### config.mk
export PLATFORM = sky130hd
export DESIGN_NAME = fir_alu
export DESIGN_NICKNAME = d
export VERILOG_FILES = /design/src/rtl/fir_alu.sv
export SDC_FILE = /design/constraint.sdc
export NUM_CORES = 1
export LEC_CHECK = 0
export ABC_CLOCK_PERIOD_IN_PS = 17500
export CAP_MARGIN = 30
export CORE_ASPECT_RATIO = 1.25
export CORE_MARGIN = 10
export CORE_UTILIZATION = 25
export DETAILED_ROUTE_END_ITERATION = 10
export GPL_TIMING_DRIVEN = 0
export PLACE_DENSITY_LB_ADDON = 0.15
export SLEW_MARGIN = 20
export SYNTH_ARGS = -nofsm -noshare
export SYNTH_HDL_FRONTEND = slang
export SYNTH_SLANG_ARGS = --single-unit
export TNS_END_PERCENT = 5
### constraint.sdc
create_clock -name clk -period 17.5 [get_ports clk]
set_clock_uncertainty 0.15 [all_clocks]
set_input_delay 3.5 -clock clk [delete_from_list [all_inputs] [get_ports clk]]
set_output_delay 3.5 -clock clk [all_outputs]
set_load 0.01 [all_outputs]
### src/rtl/fir_alu.sv
// fir_alu: time-multiplexed FIR filter with one shared MAC and IEEE half-precision output
module fir_alu #(
  parameter int    TAPS      = 64,
  parameter int    DW        = 16,
  parameter string COEF_FILE = ""
) (
  input  logic                 clk,
  input  logic                 reset,
  input  logic signed [DW-1:0] x_in,
  output logic        [15:0]   y_float
);
  localparam int AW = 2*DW + $clog2(TAPS);
  localparam int FB = 2*(DW-1);
  localparam int CW = $clog2(TAPS+1);
  localparam int IW = $clog2(TAPS);
  localparam int PW = $clog2(AW);
  typedef logic signed [DW-1:0] coef_t [TAPS];
  function automatic coef_t load_coef();
    coef_t t;
    t = '{default: '0};
    t[0] = DW'(1) << (DW-2);
    return t;
  endfunction
  coef_t b = load_coef();
  logic signed [DW-1:0]   d [TAPS];
  logic        [CW-1:0]   cnt;
  logic        [IW-1:0]   idx;
  logic signed [AW-1:0]   acc;
  logic signed [2*DW-1:0] prod;
  logic        [AW-1:0]   mag;
  logic        [PW-1:0]   p;
  logic        [15:0]     half;
  always_comb begin
    idx  = IW'(cnt - 1'b1);
    prod = b[idx] * d[idx];
  end
  always_comb begin
    mag = acc[AW-1] ? -$unsigned(acc) : $unsigned(acc);
    p = '0;
    for (int i = 0; i < AW; i++) if (mag[i]) p = PW'(i);
    half = (p < PW'(FB-14)) ? {acc[AW-1], 15'd0}
                            : {acc[AW-1], 5'(p - PW'(FB-15)), 10'(mag >> (p - PW'(10)))};
  end
  always_ff @(posedge clk) begin
    if (reset) begin
      cnt     <= '0;
      acc     <= '0;
      y_float <= '0;
      d       <= '{default: '0};
    end else begin
      cnt <= (cnt == CW'(TAPS)) ? '0 : cnt + 1'b1;
      if (cnt == '0) begin
        d[0] <= x_in;
        for (int k = 1; k < TAPS; k++) d[k] <= d[k-1];
        y_float <= half;
        acc     <= '0;
      end else begin
        acc <= acc + AW'(prod);
      end
    end
  end
endmodule

; Word level (Yosys, flattened, before mapping)
; Memory sizes are Yosys's and may differ from the RTL's.
; Cells that the tools add are included.
[totals]
regBits = 1085
out_inout_bits = 16
wordCells = 125
n_memories = 1
input_bits = 18
latchBits = 0
ramBits = 0
romBits = 64
[classes]
n_reduce_logical = 3
mul = 1
n_lt_le_gt_ge = 2
n_addsub = 6
div_mod_pow = 0
n_shift = 1
bitwise_logic = 1
n_mux = 42
eq_ne = 1
[mem_list]
columns = memory, words, width, read_ports, rd_clocked_by_memory_dff, write_ports, line_no
row1 = b, 64, 1, 1, 0, 0, 24  ; coef_t b = load_coef();
[ops]
columns = op, n
row1 = 2-to-1 mux 6 bit, 36
row2 = binary-select mux 16 bit (select 6 bit), 1
row3 = adder 38 x 32 -> 38 bit, 1
row4 = 2-to-1 mux 38 bit, 1
row5 = negation 38 bit, 1
row6 = right shift 38 x 6 -> 10 bit, 1
row7 = multiplier 16 x 16 -> 32 bit, 1
row8 = 2-to-1 mux 16 bit, 2
row9 = 2-to-1 mux 15 bit, 1
row10 = "adder 7 x 1 -> 7 bit, second input constant", 1
row11 = "== test 7 bit, second input constant", 1
row12 = "greater-or-equal comparator 7 bit, second input constant", 1
row13 = zero test 7 bit, 1
row14 = NOT 6 -> 7 bit, 1
row15 = "less-than comparator 6 x 5 -> 1 bit, second input constant", 1
row16 = "subtractor 6 x 1 -> 6 bit, second input constant", 1
row17 = "subtractor 6 x 4 -> 6 bit, second input constant", 1
row18 = "subtractor 5 x 4 -> 5 bit, second input constant", 1
row19 = OR reduction 2 bit, 2
row20 = 2-to-1 mux 1 bit, 1

; Longest topological paths before layout
; Gate-level depths: netlist (run 1).
[logic_depth]
ltp_word = 42
mapped_depth = 28
mapped_depth_nobuf = 25

; Worst setup path after synthesis (run 1)
; No wires, ideal clock.
[synth_timing]
kind = flip-flop to flip-flop
startpoint = register cnt[0]
endpoint = register acc[37]
path_stages_with_launch = 29
t_required_ns = 17.224
path_buffers = 4
t_arrival_ns = 8.010
setup_ns = 0.126
synth_period_minus_slack_ns = 8.286
slack_ns = 9.214
path_cell_list = dfxtp_1 > buf_2 > buf_1 > clkbuf_1 > inv_1 > ha_1 > clkbuf_1 > mux4_2 > mux4_2 > mux4_2 > ha_1 > ha_1 > ha_1 > fa_1 > fa_1 > ha_1 > inv_1 > fa_1 > nor2b_1 > o21a_1 > o21ai_0 > a2111oi_0 > o31a_1 > nand2_1 > nand4_1 > a31o_2 > a21oi_1 > xnor2_1 > nor2_1
[synth_via]
elab_chain_cells = 7
elab_cells_between_ends = 10
classes_between = 2 x add/sub / 1 x mul / 3 x mux / 1 x bitwise / 2 x reduce/logical / 1 x memory
[synth_lines]
columns = item, line_no
row1 = "start, declared", 26  ; logic [CW-1:0] cnt;
row2 = "start signal, assigned", 51  ; cnt <= (cnt == CW'(TAPS)) ? '0 : cnt + 1'b1;
row3 = subtractor 6 x 1 -> 6 bit (*), 34  ; idx = IW'(cnt - 1'b1);
row4 = named net idx[0], 27  ; logic [IW-1:0] idx;
row5 = NOT 6 -> 7 bit (not written as such), 35  ; prod = b[idx] * d[idx];
row6 = binary-select mux 16 bit (select 6 bit), 35
row7 = 2-to-1 mux 16 bit (not written as such) (2 in a row), 35
row8 = multiplier 16 x 16 -> 32 bit (*), 35
row9 = adder 38 x 32 -> 38 bit (*), 58  ; acc <= acc + AW'(prod);
row10 = "end signal, assigned", 58
row11 = "end, declared", 28  ; logic signed [AW-1:0] acc;
; The timed path passes the listed nets; every way through them passes the cells marked *. The select of a mux whose other input is x is not followed.
; A chain may end at the register's enable or synchronous reset.

; Worst setup path in the final report (run 1)
; Same ends and word-level chain as after synthesis.

==> results of run 1 <==
power by group through the flow:
stage	logic, mW	clock network [mW]	registers, mW
4_1_cts	0.116	0.423	0.405
6_report	0.114	0.409	0.405
5_1_grt	0.126	0.438	0.406
3_3_place_gp	0.117	0	0.414
3_5_place_dp	0.116	0	0.414
2_1_floorplan	0.0782	0	0.412
cells in the final DEF, fill, tap and decap left out, types with 9 or more instances in the layout:
master / count
sky130_fd_sc_hd__a21o_1: 11
sky130_fd_sc_hd__a21oi_1: 38
sky130_fd_sc_hd__a22o_1: 128
sky130_fd_sc_hd__a31oi_1: 15
sky130_fd_sc_hd__and2_1: 13
sky130_fd_sc_hd__and3_1: 13
sky130_fd_sc_hd__buf_2: 15
sky130_fd_sc_hd__clkbuf_1: 67
sky130_fd_sc_hd__clkbuf_16: 17
sky130_fd_sc_hd__clkdlybuf4s50_1: 33
sky130_fd_sc_hd__dfxtp_1: 171
sky130_fd_sc_hd__fa_1: 15
sky130_fd_sc_hd__ha_1: 87
sky130_fd_sc_hd__inv_1: 70
sky130_fd_sc_hd__mux2i_1: 12
sky130_fd_sc_hd__mux4_2: 38
sky130_fd_sc_hd__nand2_1: 59
sky130_fd_sc_hd__nand2b_1: 10
sky130_fd_sc_hd__nand3_1: 58
sky130_fd_sc_hd__nand4_1: 11
sky130_fd_sc_hd__nor2_1: 63
sky130_fd_sc_hd__nor2b_1: 20
sky130_fd_sc_hd__nor3_1: 21
sky130_fd_sc_hd__nor4_1: 9
sky130_fd_sc_hd__o21ai_0: 43
sky130_fd_sc_hd__xnor2_1: 33
sky130_fd_sc_hd__xor2_1: 19
worst min-delay path by stage:
stage	to	cells after the start
global placement	d[963]	1
finish	d[965]	1
global route	d[973]	1
CTS	d[973]	1
floorplan	d[15]	1
detailed placement	d[961]	1
routing by layer:
layer	vias to the layer above	share of wire (%)	GRT usage, %
li1	4535	-	-
met1	4516	43	14.2
met2	209	52	22.1
met3	51	2.9	1.65
met4	0	2.8	5.16
met5	-	0	0
logic make-up (layout without fill, tap and decap cells):
group                      count (synthesis)  count (layout)  share of synthesized area [%]
AOI/OAI and AO/OA                        331             331                           22.7
and+or+nand+nor                          306             306                           14.3
DFF                                      171             171                           30.9
buffers and inverters                    164             232                           6.01
adders and majority gates                102             102                           12.5
xor gates and xnor gates                  54              54                           4.50
muxes                                     53              53                           9.10
registers in the layout, indices dropped and copies added (netlist names):
signal	count
d	124
acc	24
y_float	16
cnt	7
per-stage QoR:
stage	utilization (%)	instances
finish	29.1	1821
global route	29.1	1821
CTS	29.0	1819
detailed placement	27.6	1787
global placement	27.6	1786
floorplan	-	1181
layout make-up:
type | instances | area share [%]
well taps | 572 | 5.60
repair buffers | 36 | 2.74
plain buffers | 93 | 3.13
inverters | 71 | 2.08
multi-input cells | 846 | 54.8
clock buffers | 17 | 3.33
clock inverters | 15 | 1.59
flip-flops and latches | 171 | 26.8
==> results.py, run 1 <==
metrics = {
    "timing": {
        "slew_viol_final": 0,
        "period_share_pct": 55.9,
        "setup_tns_ps": 0,
        "worst_slew_pin_slew_ps": 834,
        "timing.max_slew.rel_slack_pct": 44.4,
        "hold_vio_cnt_final": 0,
        "grt_setup_unrepaired": "false",
        "finish_stage_setup_viols": 0,
        "fin_worst_hold_slack_ps": 327,
        "post-route-worst-setup-slack_ps": 7710,
        "finalCriticalPeriod_ps": 9790,
        "achievable-frequency_ghz": 0.102,
    },
    "power": {
        "pwr-share-seq_pct": 43.7,
        "leakagePower_nw": 5.37,
        "vdd_ir_drop_max_uv": 45.2,
        "total_power_per_unit_cell_area_mw_per_mm2": 72.6,
        "power.switching_mw": 0.259,
        "clock_power_share_pct": 44.0,
        "design_power_total_mw": 0.928,
        "power_frac_comb_pct": 12.3,
        "switching_share_pct": 27.9,
        "internal_power_mw": 0.670,
    },
    "worst_setup_path": {
        "worst_path_max_delay_cell": "sky130_fd_sc_hd__mux4_2",
        "r2r-end": "acc[37]",
        "timing.critical_path.from_type": "flip-flop",
        "crit_path_frequent_cell": "sky130_fd_sc_hd__ha_1",
        "timing.reg2reg.setup_slack_ps": 7710,
        "cp-startpoint": "cnt[0]",
        "cp_max_fo": 24,
        "crit_end_category": "flip-flop",
        "r2r.worst_path.cells": 29,
        "crit_end": "acc[37]",
        "cp_num_buf_inv": 7,
        "timing.setup.critical_path_class": "flip-flop to flip-flop",
        "timing.critical_path.depth": 29,
        "worst_path_largest_cell_delay_ps": 780,
        "reg2reg_from": "cnt[0]",
        "critPathTopFamily": "adder cells",
        "cp_data_required_time_ps": 17660,
        "crit_arrival_ps": 9950,
    },
    "global_routing": {
        "grt_pass1_vias": 9543,
        "grt_max_degree": 25,
        "grtUsageTotal_pct": 12.3,
        "grt_overflow_total": 0,
        "antenna_found_initial": 0,
        "grt_pass1_wl_um": 53200,
    },
    "clock_tree": {
        "tritoncts": "built",
        "bufs_on_longest_clock_path": 2,
        "cts_hold_buf": 0,
        "post_cts_buffers": 0,
        "postCtsResizedCells": 0,
        "clock_tree_root": "sky130_fd_sc_hd__clkbuf_16",
        "cts-htree-levels": 4,
        "worstSkewPairLatency_ps": 440,
        "cts.clk_slew.worst_paths_ps": 70,
        "clock-sinks": 171,
        "cts_made_buffers": 17,
    },
    "synth": {
        "ranking_of_synthesized_cells_by_area": "sky130_fd_sc_hd__dfxtp_1, sky130_fd_sc_hd__a22o_1, sky130_fd_sc_hd__ha_1",
        "yosys-top-cells-count": "sky130_fd_sc_hd__dfxtp_1, sky130_fd_sc_hd__a22o_1, sky130_fd_sc_hd__ha_1, sky130_fd_sc_hd__inv_1, sky130_fd_sc_hd__clkbuf_1",
        "post_synth_num_cell_types": 79,
        "synth-seq-area-share_pct": 30.9,
        "synthesis.instances": 1181,
        "synth.ff_latch_count": 171,
        "synth.top_cell.area_share_pct": 30.9,
        "yosysMostFrequentCell": "sky130_fd_sc_hd__dfxtp_1",
        "synth-edff-count": 0,
        "synthArstFlopShare_pct": 0,
        "yosys_warnings": 0,
        "netlist_area_mm2": 0.0111,
        "dominantRegCellSynth": "sky130_fd_sc_hd__dfxtp_1",
        "post_synth.cell_area_avg_um2": 9.39,
        "postSynthNetCount": 1301,
        "yosysTopAreaCell": "sky130_fd_sc_hd__dfxtp_1",
    },
    "run": {
        "maxCapViolations": 0,
    },
    "place": {
        "pre_cts_slack_ps": 7140,
        "place_area_mm2": 0.0121,
        "place.gp.congestion": 0.887,
        "dp_hpwl_um": 25300,
        "number_of_buffers_inserted_by_port_buffering": 33,
    },
    "layout": {
        "layout-area-overhead-vs-synth_pct": 15.3,
        "post-route-cell-area_mm2": 0.0128,
        "num_antenna_cells": 0,
        "multiInputGateArea_mm2": 0.00700,
        "final-seq-area_mm2": 0.00342,
        "share_of_final_layout_standard_cells_stronger_than_drive_strength_1_pct": 9.29,
        "finalNetCount": 1356,
        "filler_cell_count": 4616,
    },
    "drt": {
        "routed_wirelength_um": 32900,
        "first_pass_iters": 5,
        "drt-initial-drc-count": 516,
        "drc": 0,
        "antenna_left": 0,
        "routedWlPerCell_um": 18.1,
        "vias_per_cell": 5.11,
        "vias": 9311,
    },
    "floorplanning": {
        "die_h_um": 256,
        "core_region_area_mm2": 0.0440,
        "design.die.area_mm2": 0.0533,
        "die_width_um": 208,
        "floorplan.io_pins": 34,
        "cell_row_count": 86,
        "initial_core_util_pct": 25.2,
    },
    "hold_path": {
        "hold_path.class": "flip-flop to flip-flop",
        "min_from": "d[965]",
    },
    "status": {
        "status": "finished clean",
    },
}
(Power assumes the default switching activity.)
==> run 2, diff against run 1 <==
--- a/config.mk
+++ b/config.mk
@@ -5,7 +5,7 @@
 export SDC_FILE = /design/constraint.sdc
 export NUM_CORES = 1
 export LEC_CHECK = 0
-export ABC_CLOCK_PERIOD_IN_PS = 17500
+export ABC_CLOCK_PERIOD_IN_PS = 9400
 export CAP_MARGIN = 30
 export CORE_ASPECT_RATIO = 1.25
 export CORE_MARGIN = 10
==> constraint.sdc (replaced) <==
create_clock -name clk -period 9.4 [get_ports clk]
set_clock_uncertainty 0.15 [all_clocks]
set_input_delay 1.88 -clock clk [delete_from_list [all_inputs] [get_ports clk]]
set_output_delay 1.88 -clock clk [all_outputs]
set_load 0.01 [all_outputs]
==> results.py, run 2 (synthesis results as in run 1) <==
metrics = {
    "place": {
        "place.gp.congestion": 0.887,
        "number_of_buffers_inserted_by_port_buffering": 33,
        "place_area_mm2": 0.0121,
        "dp_hpwl_um": 25300,
        "placedCellCount": 1787,
    },
    "floorplanning": {
        "cell_row_count": 86,
        "initial_core_util_pct": 25.2,
        "die_h_um": 256,
        "die_width_um": 208,
        "design.die.area_mm2": 0.0533,
        "core_region_area_mm2": 0.0440,
        "floorplan.io_pins": 34,
    },
    "drt": {
        "drc": 0,
        "antenna_left": 0,
        "vias": 9346,
        "routed_wirelength_um": 34000,
        "vias_per_cell": 5.13,
        "drt-initial-drc-count": 479,
        "routedWlPerCell_um": 18.6,
        "first_pass_iters": 5,
    },
    "clock_tree": {
        "cts_made_buffers": 17,
        "clock-sinks": 171,
        "bufs_on_longest_clock_path": 2,
        "cts-htree-levels": 4,
        "post_cts_buffers": 0,
        "cts_hold_buf": 0,
        "tritoncts": "built",
        "clock_tree_root": "sky130_fd_sc_hd__clkbuf_16",
        "cts.clk_slew.worst_paths_ps": 70,
        "worstSkewPairLatency_ps": 450,
    },
    "layout": {
        "layout_common_cells": "sky130_fd_sc_hd__dfxtp_1, sky130_fd_sc_hd__a22o_1, sky130_fd_sc_hd__ha_1",
        "largest-register": "d",
        "post-route-cell-area_mm2": 0.0128,
        "filler_cell_count": 4612,
        "largest_register_ffs": 124,
        "mostFrequentLayoutCell": "sky130_fd_sc_hd__dfxtp_1",
        "post_layout_nonfiller_instances": 1821,
        "num_antenna_cells": 0,
        "top_regs": "d x124, acc x24, y_float x16",
        "finalNetCount": 1356,
        "layout-area-overhead-vs-synth_pct": 15.6,
        "share_of_final_layout_standard_cells_stronger_than_drive_strength_1_pct": 9.61,
    },
    "status": {
        "status": "finished clean",
    },
    "timing": {
        "period_share_pct": 92.7,
        "setup_tns_ps": 0,
        "grt_setup_unrepaired": "false",
        "achievable-frequency_ghz": 0.115,
        "finalCriticalPeriod_ps": 8710,
        "slew_viol_final": 0,
        "timing.max_slew.rel_slack_pct": 44.5,
        "worst_slew_pin_slew_ps": 832,
        "finish_stage_setup_viols": 0,
        "hold_vio_cnt_final": 0,
    },
    "worst_setup_path": {
        "worst_path_max_delay_cell": "sky130_fd_sc_hd__mux4_2",
        "crit_path_frequent_cell": "sky130_fd_sc_hd__ha_1",
        "timing.setup.critical_path_class": "flip-flop to flip-flop",
        "worst_path_largest_cell_delay_ps": 700,
        "crit_arrival_ps": 8870,
        "crit_end_category": "flip-flop",
        "cp_data_required_time_ps": 9560,
        "cp_max_fo": 12,
        "timing.critical_path.from_type": "flip-flop",
    },
    "power": {
        "total_power_per_unit_cell_area_mw_per_mm2": 135,
        "design_power_total_mw": 1.73,
        "vdd_ir_drop_max_uv": 84.2,
        "leakagePower_nw": 5.39,
    },
    "global_routing": {
        "gr-max-usage-layer": "met2",
        "gr-usage-met3_pct": 1.65,
        "grt_use_met2_pct": 22.1,
        "grtUsageTotal_pct": 12.3,
        "grt_overflow_total": 0,
        "antenna_found_initial": 1,
        "grt_pass1_wl_um": 53200,
        "grt.met1_usage_pct": 14.2,
        "grt_pass1_vias": 9550,
        "grt_max_degree": 25,
    },
    "hold_path": {
        "hold_path.class": "flip-flop to flip-flop",
    },
    "run": {
        "maxCapViolations": 0,
    },
}
## run 2: changes by cell type in the layout (fill, tap and decap cells not counted)
| cell | previous run | this run |
|---|---|---|
| sky130_fd_sc_hd__mux4_1 | 0 | 1 |
| sky130_fd_sc_hd__clkbuf_1 | 67 | 64 |
| sky130_fd_sc_hd__buf_6 | 2 | 1 |
| sky130_fd_sc_hd__buf_1 | 5 | 4 |
| sky130_fd_sc_hd__clkbuf_2 | 0 | 2 |
| sky130_fd_sc_hd__clkbuf_4 | 0 | 2 |
| sky130_fd_sc_hd__a2111oi_2 | 1 | 2 |
| sky130_fd_sc_hd__a2111oi_0 | 3 | 2 |
## run 2: worst paths after layout
path	from	end	slack [ps]	depth (start not counted)
max reg2reg	cnt[0]	acc[37]	690	28
min	y_float[13]	y_float[13]	330	2
min reg2reg	y_float[13]	y_float[13]	330	2
max	cnt[0]	acc[37]	690	28
## run 2: area by class of cell
class | instances | area (um2) | area share (%)
repair buffers | 35 | 339 | 2.64
inverters | 71 | 267 | 2.08
flip-flops and latches | 171 | 3420 | 26.7
clock buffers | 17 | 425 | 3.32
multi-input cells | 847 | 7040 | 54.9
plain buffers | 93 | 410 | 3.20
well taps | 572 | 716 | 5.58
clock inverters | 15 | 204 | 1.59
## run 2: power by group
part           total (mW)  leakage (nW)  switching, mW  internal (mW)
Combinational       0.217          3.70          0.140         0.0769
Sequential          0.754          1.38         0.0135          0.741
Clock               0.762         0.308          0.332          0.429
## run 2: worst max-delay path, delay by kind of cell, from the launching register on
family	cells	cell delay, ps
multiplexers	3	1690
XOR/XNOR	1	170
adder cells (fa/ha/maj)	8	2860
flip-flops	1	370
AND/OR/NAND/NOR	4	470
buffers and inverters	6	1520
AO/OA/AOI/OAI	6	1330
## run 2: metrics by stage
stage          worst slack (ps)  hold slack (ps)  util (%)
2_1_floorplan              1110              295         -
6_report                    685              328      29.1
3_5_place_dp               -961              308      27.6
3_3_place_gp               -967              306      27.6
4_1_cts                     145              334      29.1
5_1_grt                    36.6              339      29.1
## run 2: routing by layer
| layer | routed length [um] | vias up |
|---|---|---|
| met5 | 13 | - |
| met4 | 1110 | 2 |
| li1 | - | 4537 |
| met3 | 838 | 58 |
| met2 | 17500 | 185 |
| met1 | 14500 | 4564 |
## run 2: timing repair
| action | 4_1_cts | 5_1_grt |
|---|---|---|
| resized for setup | 7 | 5 |
| gates cloned | 0 | 1 |
| setup endpoints to repair | 11 | 4 |
